--- config.mk ---
export PLATFORM = sky130hd
export DESIGN_NAME = mem_port_arb_flat
export DESIGN_NICKNAME = d
export VERILOG_FILES = /design/src/rtl/mem_port_arb_if.sv /design/src/rtl/mem_port_arb.sv /design/src/flat_wrapper.sv
export SDC_FILE = /design/constraint.sdc
export NUM_CORES = 1
export LEC_CHECK = 0
export ABC_AREA = 1
export BUFFER_PORTS_ARGS = -buffer_cell sky130_fd_sc_hd__buf_2
export CAP_MARGIN = 20
export CORE_AREA = 10 10 104 106
export DETAILED_ROUTE_END_ITERATION = 8
export DIE_AREA = 0 0 114 116
export GPL_TIMING_DRIVEN = 0
export HOLD_SLACK_MARGIN = 0.06
export PLACE_DENSITY = 0.65
export SLEW_MARGIN = 25
export SYNTH_ARGS = -nofsm -noshare
export SYNTH_HDL_FRONTEND = slang
export SYNTH_SLANG_ARGS = --single-unit
--- constraint.sdc ---
create_clock -name clk_i -period 2.35 [get_ports clk_i]
set_input_delay 0.235 -clock clk_i [delete_from_list [all_inputs] [get_ports clk_i]]
set_output_delay 0.235 -clock clk_i [all_outputs]
set_load 0.02 [all_outputs]
--- src/rtl/mem_port_arb_if.sv ---
// Handshake bundle between the core's I/D ports, the arbiter and system memory.
// Signal directions in the names are from the arbiter's point of view.
interface mem_port_arb_if;
  // instruction port
  logic        ireqready_o;
  logic        ireqvalid_i;
  logic [1:0]  ireqhpl_i;
  logic [31:0] ireqaddr_i;
  logic        irspready_i;
  logic        irspvalid_o;
  logic        irsprerr_o;
  logic [31:0] irspdata_o;
  // data port
  logic        dreqready_o;
  logic        dreqvalid_i;
  logic [1:0]  dreqsize_i;
  logic        dreqdvalid_i;
  logic [1:0]  dreqhpl_i;
  logic [31:0] dreqaddr_i;
  logic [31:0] dreqdata_i;
  logic        drspready_i;
  logic        drspvalid_o;
  logic        drsprerr_o;
  logic        drspwerr_o;
  logic [31:0] drspdata_o;
  // memory port
  logic        mreqready_i;
  logic        mreqvalid_o;
  logic [1:0]  mreqsize_o;
  logic        mreqdvalid_o;
  logic [1:0]  mreqhpl_o;
  logic [31:0] mreqaddr_o;
  logic [31:0] mreqdata_o;
  logic        mrspready_o;
  logic        mrspvalid_i;
  logic        mrsprerr_i;
  logic        mrspwerr_i;
  logic [31:0] mrspdata_i;

  // Arbiter side
  modport slave (
    output ireqready_o, irspvalid_o, irsprerr_o, irspdata_o,
    input  ireqvalid_i, ireqhpl_i, ireqaddr_i, irspready_i,
    output dreqready_o, drspvalid_o, drsprerr_o, drspwerr_o, drspdata_o,
    input  dreqvalid_i, dreqsize_i, dreqdvalid_i, dreqhpl_i, dreqaddr_i, dreqdata_i, drspready_i,
    input  mreqready_i, mrspvalid_i, mrsprerr_i, mrspwerr_i, mrspdata_i,
    output mreqvalid_o, mreqsize_o, mreqdvalid_o, mreqhpl_o, mreqaddr_o, mreqdata_o, mrspready_o
  );

  // Core + memory side
  modport master (
    input  ireqready_o, irspvalid_o, irsprerr_o, irspdata_o,
    output ireqvalid_i, ireqhpl_i, ireqaddr_i, irspready_i,
    input  dreqready_o, drspvalid_o, drsprerr_o, drspwerr_o, drspdata_o,
    output dreqvalid_i, dreqsize_i, dreqdvalid_i, dreqhpl_i, dreqaddr_i, dreqdata_i, drspready_i,
    output mreqready_i, mrspvalid_i, mrsprerr_i, mrspwerr_i, mrspdata_i,
    input  mreqvalid_o, mreqsize_o, mreqdvalid_o, mreqhpl_o, mreqaddr_o, mreqdata_o, mrspready_o
  );
endinterface

--- src/rtl/mem_port_arb.sv ---
// Round-robin arbiter sharing one memory port between the instruction and data
// ports. Accepted requests are remembered by port ID in issue order so the
// in-order memory responses can be steered back to their originator.
module mem_port_arb #(
  parameter int unsigned C_OUTST_X = 2
) (
  input  logic          clk_i,
  input  logic          resetb_i,
  input  logic          clk_en_i,
  mem_port_arb_if.slave bus
);

  localparam int unsigned DEPTH = 2 ** C_OUTST_X;
  localparam int unsigned PW    = C_OUTST_X;
  localparam int unsigned CW    = C_OUTST_X + 1;

  localparam logic ID_I = 1'b0;
  localparam logic ID_D = 1'b1;

  logic             gnt_q, gnt_d;
  logic             lock_q, lock_d;
  logic             rr_q, rr_d;
  logic [DEPTH-1:0] id_q, id_d;
  logic [PW-1:0]    wr_ptr_q, wr_ptr_d;
  logic [PW-1:0]    rd_ptr_q, rd_ptr_d;
  logic [CW-1:0]    cnt_q, cnt_d;

  logic sel;
  logic sel_valid;
  logic mvalid;
  logic full;
  logic empty;
  logic head;
  logic push;
  logic pop;

  // Grant choice: a stalled request keeps its grant, otherwise round-robin on contention
  always_comb begin
    sel = gnt_q;
    if (!lock_q) begin
      if (bus.dreqvalid_i && !bus.ireqvalid_i) begin
        sel = ID_D;
      end else if (bus.ireqvalid_i && !bus.dreqvalid_i) begin
        sel = ID_I;
      end else if (bus.ireqvalid_i && bus.dreqvalid_i) begin
        sel = rr_q;
      end
    end
  end

  // Request forwarding to memory and per-port acceptance
  always_comb begin
    full      = (cnt_q == CW'(DEPTH));
    sel_valid = (sel == ID_D) ? bus.dreqvalid_i : bus.ireqvalid_i;
    mvalid    = sel_valid & ~full;

    bus.mreqvalid_o = mvalid;
    if (sel == ID_D) begin
      bus.mreqsize_o   = bus.dreqsize_i;
      bus.mreqdvalid_o = bus.dreqdvalid_i;
      bus.mreqhpl_o    = bus.dreqhpl_i;
      bus.mreqaddr_o   = bus.dreqaddr_i;
      bus.mreqdata_o   = bus.dreqdata_i;
    end else begin
      // fetches are always word reads
      bus.mreqsize_o   = 2'b10;
      bus.mreqdvalid_o = 1'b0;
      bus.mreqhpl_o    = bus.ireqhpl_i;
      bus.mreqaddr_o   = bus.ireqaddr_i;
      bus.mreqdata_o   = 32'h0;
    end

    bus.ireqready_o = mvalid & bus.mreqready_i & (sel == ID_I);
    bus.dreqready_o = mvalid & bus.mreqready_i & (sel == ID_D);
    push            = clk_en_i & mvalid & bus.mreqready_i;
  end

  // Response steering by the oldest outstanding ID
  always_comb begin
    empty = (cnt_q == '0);
    head  = id_q[rd_ptr_q];

    bus.mrspready_o = ~empty & ((head == ID_D) ? bus.drspready_i : bus.irspready_i);
    bus.irspvalid_o = ~empty & (head == ID_I) & bus.mrspvalid_i;
    bus.drspvalid_o = ~empty & (head == ID_D) & bus.mrspvalid_i;
    bus.irsprerr_o  = bus.mrsprerr_i;
    bus.irspdata_o  = bus.mrspdata_i;
    bus.drsprerr_o  = bus.mrsprerr_i;
    bus.drspwerr_o  = bus.mrspwerr_i;
    bus.drspdata_o  = bus.mrspdata_i;

    pop = clk_en_i & bus.mrspvalid_i & bus.mrspready_o;
  end

  // Next-state for grant, lock, round-robin pointer and order queue
  always_comb begin
    gnt_d    = gnt_q;
    lock_d   = lock_q;
    rr_d     = rr_q;
    id_d     = id_q;
    wr_ptr_d = wr_ptr_q;
    rd_ptr_d = rd_ptr_q;
    cnt_d    = cnt_q;

    if (clk_en_i) begin
      gnt_d  = sel;
      // a presented but unaccepted request pins the grant
      lock_d = mvalid & ~bus.mreqready_i;
      if (push) begin
        rr_d           = ~sel;
        id_d[wr_ptr_q] = sel;
        wr_ptr_d       = wr_ptr_q + PW'(1);
      end
      if (pop) begin
        rd_ptr_d = rd_ptr_q + PW'(1);
      end
      case ({push, pop})
        2'b10:   cnt_d = cnt_q + CW'(1);
        2'b01:   cnt_d = cnt_q - CW'(1);
        default: cnt_d = cnt_q;
      endcase
    end
  end

  // State registers; data port is preferred first out of reset
  always_ff @(posedge clk_i or negedge resetb_i) begin
    if (!resetb_i) begin
      gnt_q    <= ID_I;
      lock_q   <= 1'b0;
      rr_q     <= ID_D;
      id_q     <= '0;
      wr_ptr_q <= '0;
      rd_ptr_q <= '0;
      cnt_q    <= '0;
    end else begin
      gnt_q    <= gnt_d;
      lock_q   <= lock_d;
      rr_q     <= rr_d;
      id_q     <= id_d;
      wr_ptr_q <= wr_ptr_d;
      rd_ptr_q <= rd_ptr_d;
      cnt_q    <= cnt_d;
    end
  end

endmodule

--- src/flat_wrapper.sv ---
// flat-port wrapper written by rule: the top's interface ports become plain ports
module mem_port_arb_flat 
#(
  parameter int unsigned C_OUTST_X = 2
)
  (clk_i, resetb_i, clk_en_i, bus_ireqready_o, bus_irspvalid_o, bus_irsprerr_o, bus_irspdata_o, bus_ireqvalid_i, bus_ireqhpl_i, bus_ireqaddr_i, bus_irspready_i, bus_dreqready_o, bus_drspvalid_o, bus_drsprerr_o, bus_drspwerr_o, bus_drspdata_o, bus_dreqvalid_i, bus_dreqsize_i, bus_dreqdvalid_i, bus_dreqhpl_i, bus_dreqaddr_i, bus_dreqdata_i, bus_drspready_i, bus_mreqready_i, bus_mrspvalid_i, bus_mrsprerr_i, bus_mrspwerr_i, bus_mrspdata_i, bus_mreqvalid_o, bus_mreqsize_o, bus_mreqdvalid_o, bus_mreqhpl_o, bus_mreqaddr_o, bus_mreqdata_o, bus_mrspready_o);
  mem_port_arb_if bus_i ();
  input  logic clk_i;
  input  logic resetb_i;
  input  logic clk_en_i;
  output wire logic [$bits(bus_i.ireqready_o)-1:0] bus_ireqready_o;
  output wire logic [$bits(bus_i.irspvalid_o)-1:0] bus_irspvalid_o;
  output wire logic [$bits(bus_i.irsprerr_o)-1:0] bus_irsprerr_o;
  output wire logic [$bits(bus_i.irspdata_o)-1:0] bus_irspdata_o;
  input wire logic [$bits(bus_i.ireqvalid_i)-1:0] bus_ireqvalid_i;
  input wire logic [$bits(bus_i.ireqhpl_i)-1:0] bus_ireqhpl_i;
  input wire logic [$bits(bus_i.ireqaddr_i)-1:0] bus_ireqaddr_i;
  input wire logic [$bits(bus_i.irspready_i)-1:0] bus_irspready_i;
  output wire logic [$bits(bus_i.dreqready_o)-1:0] bus_dreqready_o;
  output wire logic [$bits(bus_i.drspvalid_o)-1:0] bus_drspvalid_o;
  output wire logic [$bits(bus_i.drsprerr_o)-1:0] bus_drsprerr_o;
  output wire logic [$bits(bus_i.drspwerr_o)-1:0] bus_drspwerr_o;
  output wire logic [$bits(bus_i.drspdata_o)-1:0] bus_drspdata_o;
  input wire logic [$bits(bus_i.dreqvalid_i)-1:0] bus_dreqvalid_i;
  input wire logic [$bits(bus_i.dreqsize_i)-1:0] bus_dreqsize_i;
  input wire logic [$bits(bus_i.dreqdvalid_i)-1:0] bus_dreqdvalid_i;
  input wire logic [$bits(bus_i.dreqhpl_i)-1:0] bus_dreqhpl_i;
  input wire logic [$bits(bus_i.dreqaddr_i)-1:0] bus_dreqaddr_i;
  input wire logic [$bits(bus_i.dreqdata_i)-1:0] bus_dreqdata_i;
  input wire logic [$bits(bus_i.drspready_i)-1:0] bus_drspready_i;
  input wire logic [$bits(bus_i.mreqready_i)-1:0] bus_mreqready_i;
  input wire logic [$bits(bus_i.mrspvalid_i)-1:0] bus_mrspvalid_i;
  input wire logic [$bits(bus_i.mrsprerr_i)-1:0] bus_mrsprerr_i;
  input wire logic [$bits(bus_i.mrspwerr_i)-1:0] bus_mrspwerr_i;
  input wire logic [$bits(bus_i.mrspdata_i)-1:0] bus_mrspdata_i;
  output wire logic [$bits(bus_i.mreqvalid_o)-1:0] bus_mreqvalid_o;
  output wire logic [$bits(bus_i.mreqsize_o)-1:0] bus_mreqsize_o;
  output wire logic [$bits(bus_i.mreqdvalid_o)-1:0] bus_mreqdvalid_o;
  output wire logic [$bits(bus_i.mreqhpl_o)-1:0] bus_mreqhpl_o;
  output wire logic [$bits(bus_i.mreqaddr_o)-1:0] bus_mreqaddr_o;
  output wire logic [$bits(bus_i.mreqdata_o)-1:0] bus_mreqdata_o;
  output wire logic [$bits(bus_i.mrspready_o)-1:0] bus_mrspready_o;
  assign bus_ireqready_o = bus_i.ireqready_o;
  assign bus_irspvalid_o = bus_i.irspvalid_o;
  assign bus_irsprerr_o = bus_i.irsprerr_o;
  assign bus_irspdata_o = bus_i.irspdata_o;
  assign bus_i.ireqvalid_i = bus_ireqvalid_i;
  assign bus_i.ireqhpl_i = bus_ireqhpl_i;
  assign bus_i.ireqaddr_i = bus_ireqaddr_i;
  assign bus_i.irspready_i = bus_irspready_i;
  assign bus_dreqready_o = bus_i.dreqready_o;
  assign bus_drspvalid_o = bus_i.drspvalid_o;
  assign bus_drsprerr_o = bus_i.drsprerr_o;
  assign bus_drspwerr_o = bus_i.drspwerr_o;
  assign bus_drspdata_o = bus_i.drspdata_o;
  assign bus_i.dreqvalid_i = bus_dreqvalid_i;
  assign bus_i.dreqsize_i = bus_dreqsize_i;
  assign bus_i.dreqdvalid_i = bus_dreqdvalid_i;
  assign bus_i.dreqhpl_i = bus_dreqhpl_i;
  assign bus_i.dreqaddr_i = bus_dreqaddr_i;
  assign bus_i.dreqdata_i = bus_dreqdata_i;
  assign bus_i.drspready_i = bus_drspready_i;
  assign bus_i.mreqready_i = bus_mreqready_i;
  assign bus_i.mrspvalid_i = bus_mrspvalid_i;
  assign bus_i.mrsprerr_i = bus_mrsprerr_i;
  assign bus_i.mrspwerr_i = bus_mrspwerr_i;
  assign bus_i.mrspdata_i = bus_mrspdata_i;
  assign bus_mreqvalid_o = bus_i.mreqvalid_o;
  assign bus_mreqsize_o = bus_i.mreqsize_o;
  assign bus_mreqdvalid_o = bus_i.mreqdvalid_o;
  assign bus_mreqhpl_o = bus_i.mreqhpl_o;
  assign bus_mreqaddr_o = bus_i.mreqaddr_o;
  assign bus_mreqdata_o = bus_i.mreqdata_o;
  assign bus_mrspready_o = bus_i.mrspready_o;
  mem_port_arb #(.C_OUTST_X(C_OUTST_X)) u_core (.clk_i(clk_i), .resetb_i(resetb_i), .clk_en_i(clk_en_i), .bus(bus_i));
endmodule
=== Yosys cells after proc, flatten, opt, wreduce, memory -nomap -nowiden ===
Index checks and enable logic that the tools add are counted.

* Register bits after elaboration: 14
* Bits of input ports: 146
* Output and inout bits: 142
* Word-level logic and storage cells: 64

* $add $sub $neg: 4
* Magnitude comparators: 3
* Equality and inequality tests: 3
* Mux-type cells: 17
* Bitwise operators: 19
* Reductions and logical operators: 11

{| class="wikitable"
|+ Operators with widths
! operator !! count
|-
| $mux 32 || 2
|-
| $and 1x1->1 || 14
|-
| $mux 1 || 9
|-
| $lt 2x3->1 const B || 2
|-
| $pmux 3 s2 || 1
|-
| $reduce_and 2->1 || 3
|-
| $not 1->1 || 5
|-
| $add 2x1->2 const B || 2
|-
| $bwmux 4 || 1
|-
| $logic_and 1x1->1 || 4
|-
| $mux 2 || 2
|-
| $add 3x1->3 const B || 1
|-
| $eq 3x3->1 const B || 1
|-
| $logic_not 3->1 || 1
|-
| $sub 3x1->3 const B || 1
|-
| $bmux 1 s2 || 1
|-
| $demux 1 s2 || 1
|-
| $eq 2x1->1 const B || 1
|-
| $eq 2x2->1 const B || 1
|-
| $ge 2x1->1 const B || 1
|-
| $logic_not 1->1 || 2
|-
| $reduce_bool 2->1 || 1
|}

=== Depth between registers and ports, before layout ===
* Word-level depth: 12
* Depth in mapped cells: 15

=== Least setup slack after synthesis ===
No wires, ideal clock.

* Kind: reg-to-reg
* Start point: register u_core.rd_ptr_q[0]
* End point: register u_core.cnt_q[2]
* Library setup time: 0.124 ns
* Data arrival time: 1.955 ns
* Data required time: 2.226 ns
* Slack: 0.271 ns
* Stages on the path, launching flop included: 16
* Path through: dfrtp_1 > inv_1 > nand2_1 > nand3_1 > nand2_2 > nor2_2 > nand2_4 > nand2_4 > nand2_4 > inv_1 > ha_1 > inv_1 > fa_1 > a21oi_1 > o21ai_1 > xnor2_1

* Word-level cells in the longest chain between the ends: 8
* Elaborated cells between the ends (all ways): 10
* Those cells by class: 2 x eq/ne; 4 x mux; 2 x bitwise; 2 x reduce/logical

{| class="wikitable"
|+ RTL lines
! item !! RTL line !! text
|-
| start: declaration || mem_port_arb.sv:25 || <nowiki>logic [PW-1:0] rd_ptr_q, rd_ptr_d;</nowiki>
|-
| start signal: assignment || mem_port_arb.sv:141 || <nowiki>rd_ptr_q <= rd_ptr_d;</nowiki>
|-
| $bmux 1 s2 * || mem_port_arb.sv:81 || <nowiki>head = id_q[rd_ptr_q];</nowiki>
|-
| $mux 1 (implied by the code) * || mem_port_arb.sv:81 ||
|-
| $mux 1 * || mem_port_arb.sv:83 || <nowiki>bus.mrspready_o = ~empty & ((head == ID_D) ? bus.drspready_i : bus.irspready_i);</nowiki>
|-
| $and 1x1->1 * || mem_port_arb.sv:83 ||
|-
| net bus_mrspready_o || flat_wrapper.sv:42 || <nowiki>output wire logic [$bits(bus_i.mrspready_o)-1:0] bus_mrspready_o;</nowiki>
|-
| $and 1x1->1 * || mem_port_arb.sv:92 || <nowiki>pop = clk_en_i & bus.mrspvalid_i & bus.mrspready_o;</nowiki>
|-
| $eq 2x2->1 / $eq 2x1->1 (equally long branches) || mem_port_arb.sv:117 || <nowiki>case ({push, pop})</nowiki>
|-
| $reduce_bool 2->1 (no line) || - ||
|-
| $reduce_and 2->1 (no line) || - ||
|-
| end signal: assignment || mem_port_arb.sv:142 || <nowiki>cnt_q <= cnt_d;</nowiki>
|-
| end: declaration || mem_port_arb.sv:26 || <nowiki>logic [CW-1:0] cnt_q, cnt_d;</nowiki>
|}

Mark *: on every way through the listed nets, which the timed path passes. The rest lies on a longest branch. The select of a mux whose other input is x is not followed.
A chain may end at the register's enable or synchronous reset.

=== Worst setup path in the final report ===
* Start point: register u_core.rd_ptr_q[0]
* End point: register u_core.cnt_q[2]

* Word-level cells in the longest chain between the ends: 8
* Elaborated cells between the ends (all ways): 10
* Those cells by class: 2 x eq/ne; 4 x mux; 2 x bitwise; 2 x reduce/logical

{| class="wikitable"
|+ RTL lines
! item !! RTL line
|-
| $bmux 1 s2 * || mem_port_arb.sv:81
|-
| $mux 1 (implied by the code) * || mem_port_arb.sv:81
|-
| $mux 1 * || mem_port_arb.sv:83
|-
| $and 1x1->1 * || mem_port_arb.sv:83
|-
| $and 1x1->1 * || mem_port_arb.sv:92
|-
| $eq 2x2->1 / $eq 2x1->1 (equally long branches) || mem_port_arb.sv:117
|-
| $reduce_bool 2->1 (no line) || -
|-
| $reduce_and 2->1 (no line) || -
|}

Every way passes the cells marked *; elsewhere a longest branch is shown, timed or not. The select of a mux whose other input is x is not followed.

==> results.yml <==
outcome:
  status: "finished clean"
timing:
  skew_ns: 0.00151
  finalWorstSetupSlack_ns: 0.165
  period_share_pct: 93.0
  tightest_slew_ns: 0.337
  relSlewSlack_pct: 77.5
  hold_slack_ns: 0.272
  slew_violations: 0
  finalSetupTns_ns: 0
  max_freq_ghz: 0.458
  rsz0062_at_grt: "no"
  setup_violations: 0
  finalHoldViolCount: 0
  fin_crit_ns: 2.19
global_route:
  grt_use_met3_pct: 5.01
  grt_usage_pct: 14.7
  global_route.usage.met2_pct: 26.7
  grt_max_degree: 15
  grt_pass1_vias: 2815
  antenna_found_initial: 0
  grt_util_met1_pct: 16.1
  globalRouteOverflowTotal: 0
  top_usage_layer: "met2"
  grt_pass1_wl_um: 15700
power_and_ir_drop:
  power.leakage_nw: 2.50
  powerDensity_nw_per_um2: 778
  irDropWorstVdd_v: 0.000375
min_path:
  hold_class: "in -> reg"
placement:
  routabilityCongestion: 0.792
  port_buffers: 253
  pre_cts_ws_ns: 0.171
  dp_hpwl_um: 10300
layout:
  final_nets: 776
  regArea_um2: 352
  area_growth_pct: 68.2
  multiInputGateArea_um2: 1020
  antennaDiodeCount: 0
  final_cell_mix: "264 x buf_2, 126 x nand2_1, 67 x buf_4"
  final_common_cell: "buf_2"
  fill_cells: 957
  finish.utilization_pct: 41.8
  drive_above_1_share_pct: 57.5
floorplanning:
  die_w_um: 114
  start_util_pct: 24.9
  dieHeight_um: 116
  die_area_um2: 13200
  design.core.area_um2: 8680
  io_pins: 288
  rows: 34
clock_tree:
  clkSinkCount: 14
  cts_buffer_depth: 2
  cts_tree: "yes"
  clkTransAtPathRegs_ns: 0.06
  worstSkewPairLatency_ns: 0.25
  post-cts-setup-buffers: 0
  cts_buffers: 3
  root_buffer: "clkbuf_8"
  ctsHtreeMaxLevel: 1
route:
  ant_nets: 0
  drt_iter0_markers: 132
  routed_wl_um: 11300
  drc_errors: 0
  wire_per_inst_um: 15.5
  vias_per_cell: 4.00
  vias: 2922
  dr.pass1.iters: 4
job:
  drv_cap: 0
worst_setup_path:
  worst_setup_path_start_kind: "flip-flop"
  crit_fanout: 5
  required_ns: 2.48
  endpoint_kind: "flip-flop"
  worstPathArrival_ns: 2.32
  crit_type: "reg -> reg"
logic_synthesis:
  synth-async-reset-ratio_pct: 100
  synth_edf_count: 0
  synth.net_count: 517
  ys_seq_area_share_pct: 16.3
  synth_area_um2: 2160
  synth_seq_cells: 14
  synth_cells: 365
  yosysWarnings: 0
  synth.avg_cell_area_um2: 5.91
  ys_types: 27
  ys.flop_type: "dfrtp_1"
==> Yosys cell counts, types with 2 or more instances <==
library cell  number  area share, %
xor2_1             3            1.2
buf_2             11            2.6
nand2_4            3            1.6
nand2_1          126             22
o21ai_1            4           0.93
buf_4             67             23
nor2_1            39            6.8
nand3_1            8            1.9
dfrtp_1           13             15
inv_2              6            1.0
nand2_2            2           0.58
ha_1               5            2.9
inv_1             55            9.6
o21bai_1           4            1.4
o21ai_0            2           0.46
nor2_4             2            1.0
nand3_2            5            2.3
==> report_power, final <==
| group | internal, mW | switching, mW |
|---|---|---|
| logic | 0.752 | 1.38 |
| registers | 0.358 | 0.0964 |
| clock network | 0.149 | 0.0923 |
| total | 1.26 | 1.56 |
==> registers in the layout (all words and copies together), names as in the netlist <==
| register | cells |
|---|---|
| u_core.cnt_q | 3 |
| u_core.gnt_q | 1 |
| u_core.id_q | 4 |
| u_core.lock_q | 1 |
| u_core.rd_ptr_q | 2 |
| u_core.rr_q | 1 |
| u_core.wr_ptr_q | 2 |
==> logic make-up after synthesis <==
| logic type | count (synthesis) | synth area share [%] |
|---|---|---|
| fa+ha+maj | 6 | 3.83 |
| compound gates | 12 | 3.42 |
| flops | 14 | 16.3 |
| xor+xnor | 4 | 1.62 |
| simple gates | 190 | 38.3 |
| buf+inv | 139 | 36.5 |
==> layout make-up <==
cell class	count	share of cell area, %
timing repair buffer	254	35.2
multi-input combinational	212	28.2
inverter	61	6.31
buffer	78	15.4
tap	108	3.72
sequential	14	9.69
clock buffer	4	1.52
==> critical path: stages, from the launching register on <==
cell,delay [ns]
dfrtp_1,0.43
inv_1,0.11
nand2_1,0.07
nand3_2,0.06
nand2_2,0.10
nor2_4,0.11
nand2_4,0.05
nand2_4,0.07
nand2_4,0.05
inv_1,0.05
ha_1,0.13
inv_1,0.07
fa_1,0.39
a21oi_1,0.16
o21ai_1,0.09
xnor2_1,0.13
==> per-layer routing <==
metal / routed length [µm] / up-vias / part of all wire (%)
met3: 1210 / 15 / 11
met1: 4020 / 1242 / 36
met5: 0 / - / 0
met2: 5900 / 159 / 52
li1: - / 1506 / -
met4: 165 / 0 / 1.5
==> metrics by stage <==
step / power [mW] / area, µm² / instances
floorplan: 1.89 / 2160 / 365
detailed placement: 2.61 / 3560 / 726
global route: 3.08 / 3630 / 731
CTS: 2.87 / 3620 / 731
finish: 2.82 / 3630 / 731
global placement: 2.57 / 3560 / 726
==> path summary, 6_finish.rpt <==
kind	startpoint	endpoint	slack [ns]	cells after the start
max in group asynchronous	resetb_i	u_core.rr_q	1.64	2
setup reg to reg	u_core.rd_ptr_q[0]	u_core.cnt_q[2]	0.16	15
min in group asynchronous	resetb_i	u_core.id_q[0]	0.41	2
setup / recovery	u_core.rd_ptr_q[0]	u_core.cnt_q[2]	0.16	15
hold reg to reg	u_core.rr_q	u_core.rr_q	0.49	2
hold / removal	clk_en_i	u_core.lock_q	0.27	2
==> repair_timing <==
action,4_1_cts,5_1_grt
hold endpoints to repair,13,0
hold buffers,1,0
endpoints found under the setup margin,0,1
gates resized for setup,0,1
Note: power is estimated with default switching activity, not from simulation.
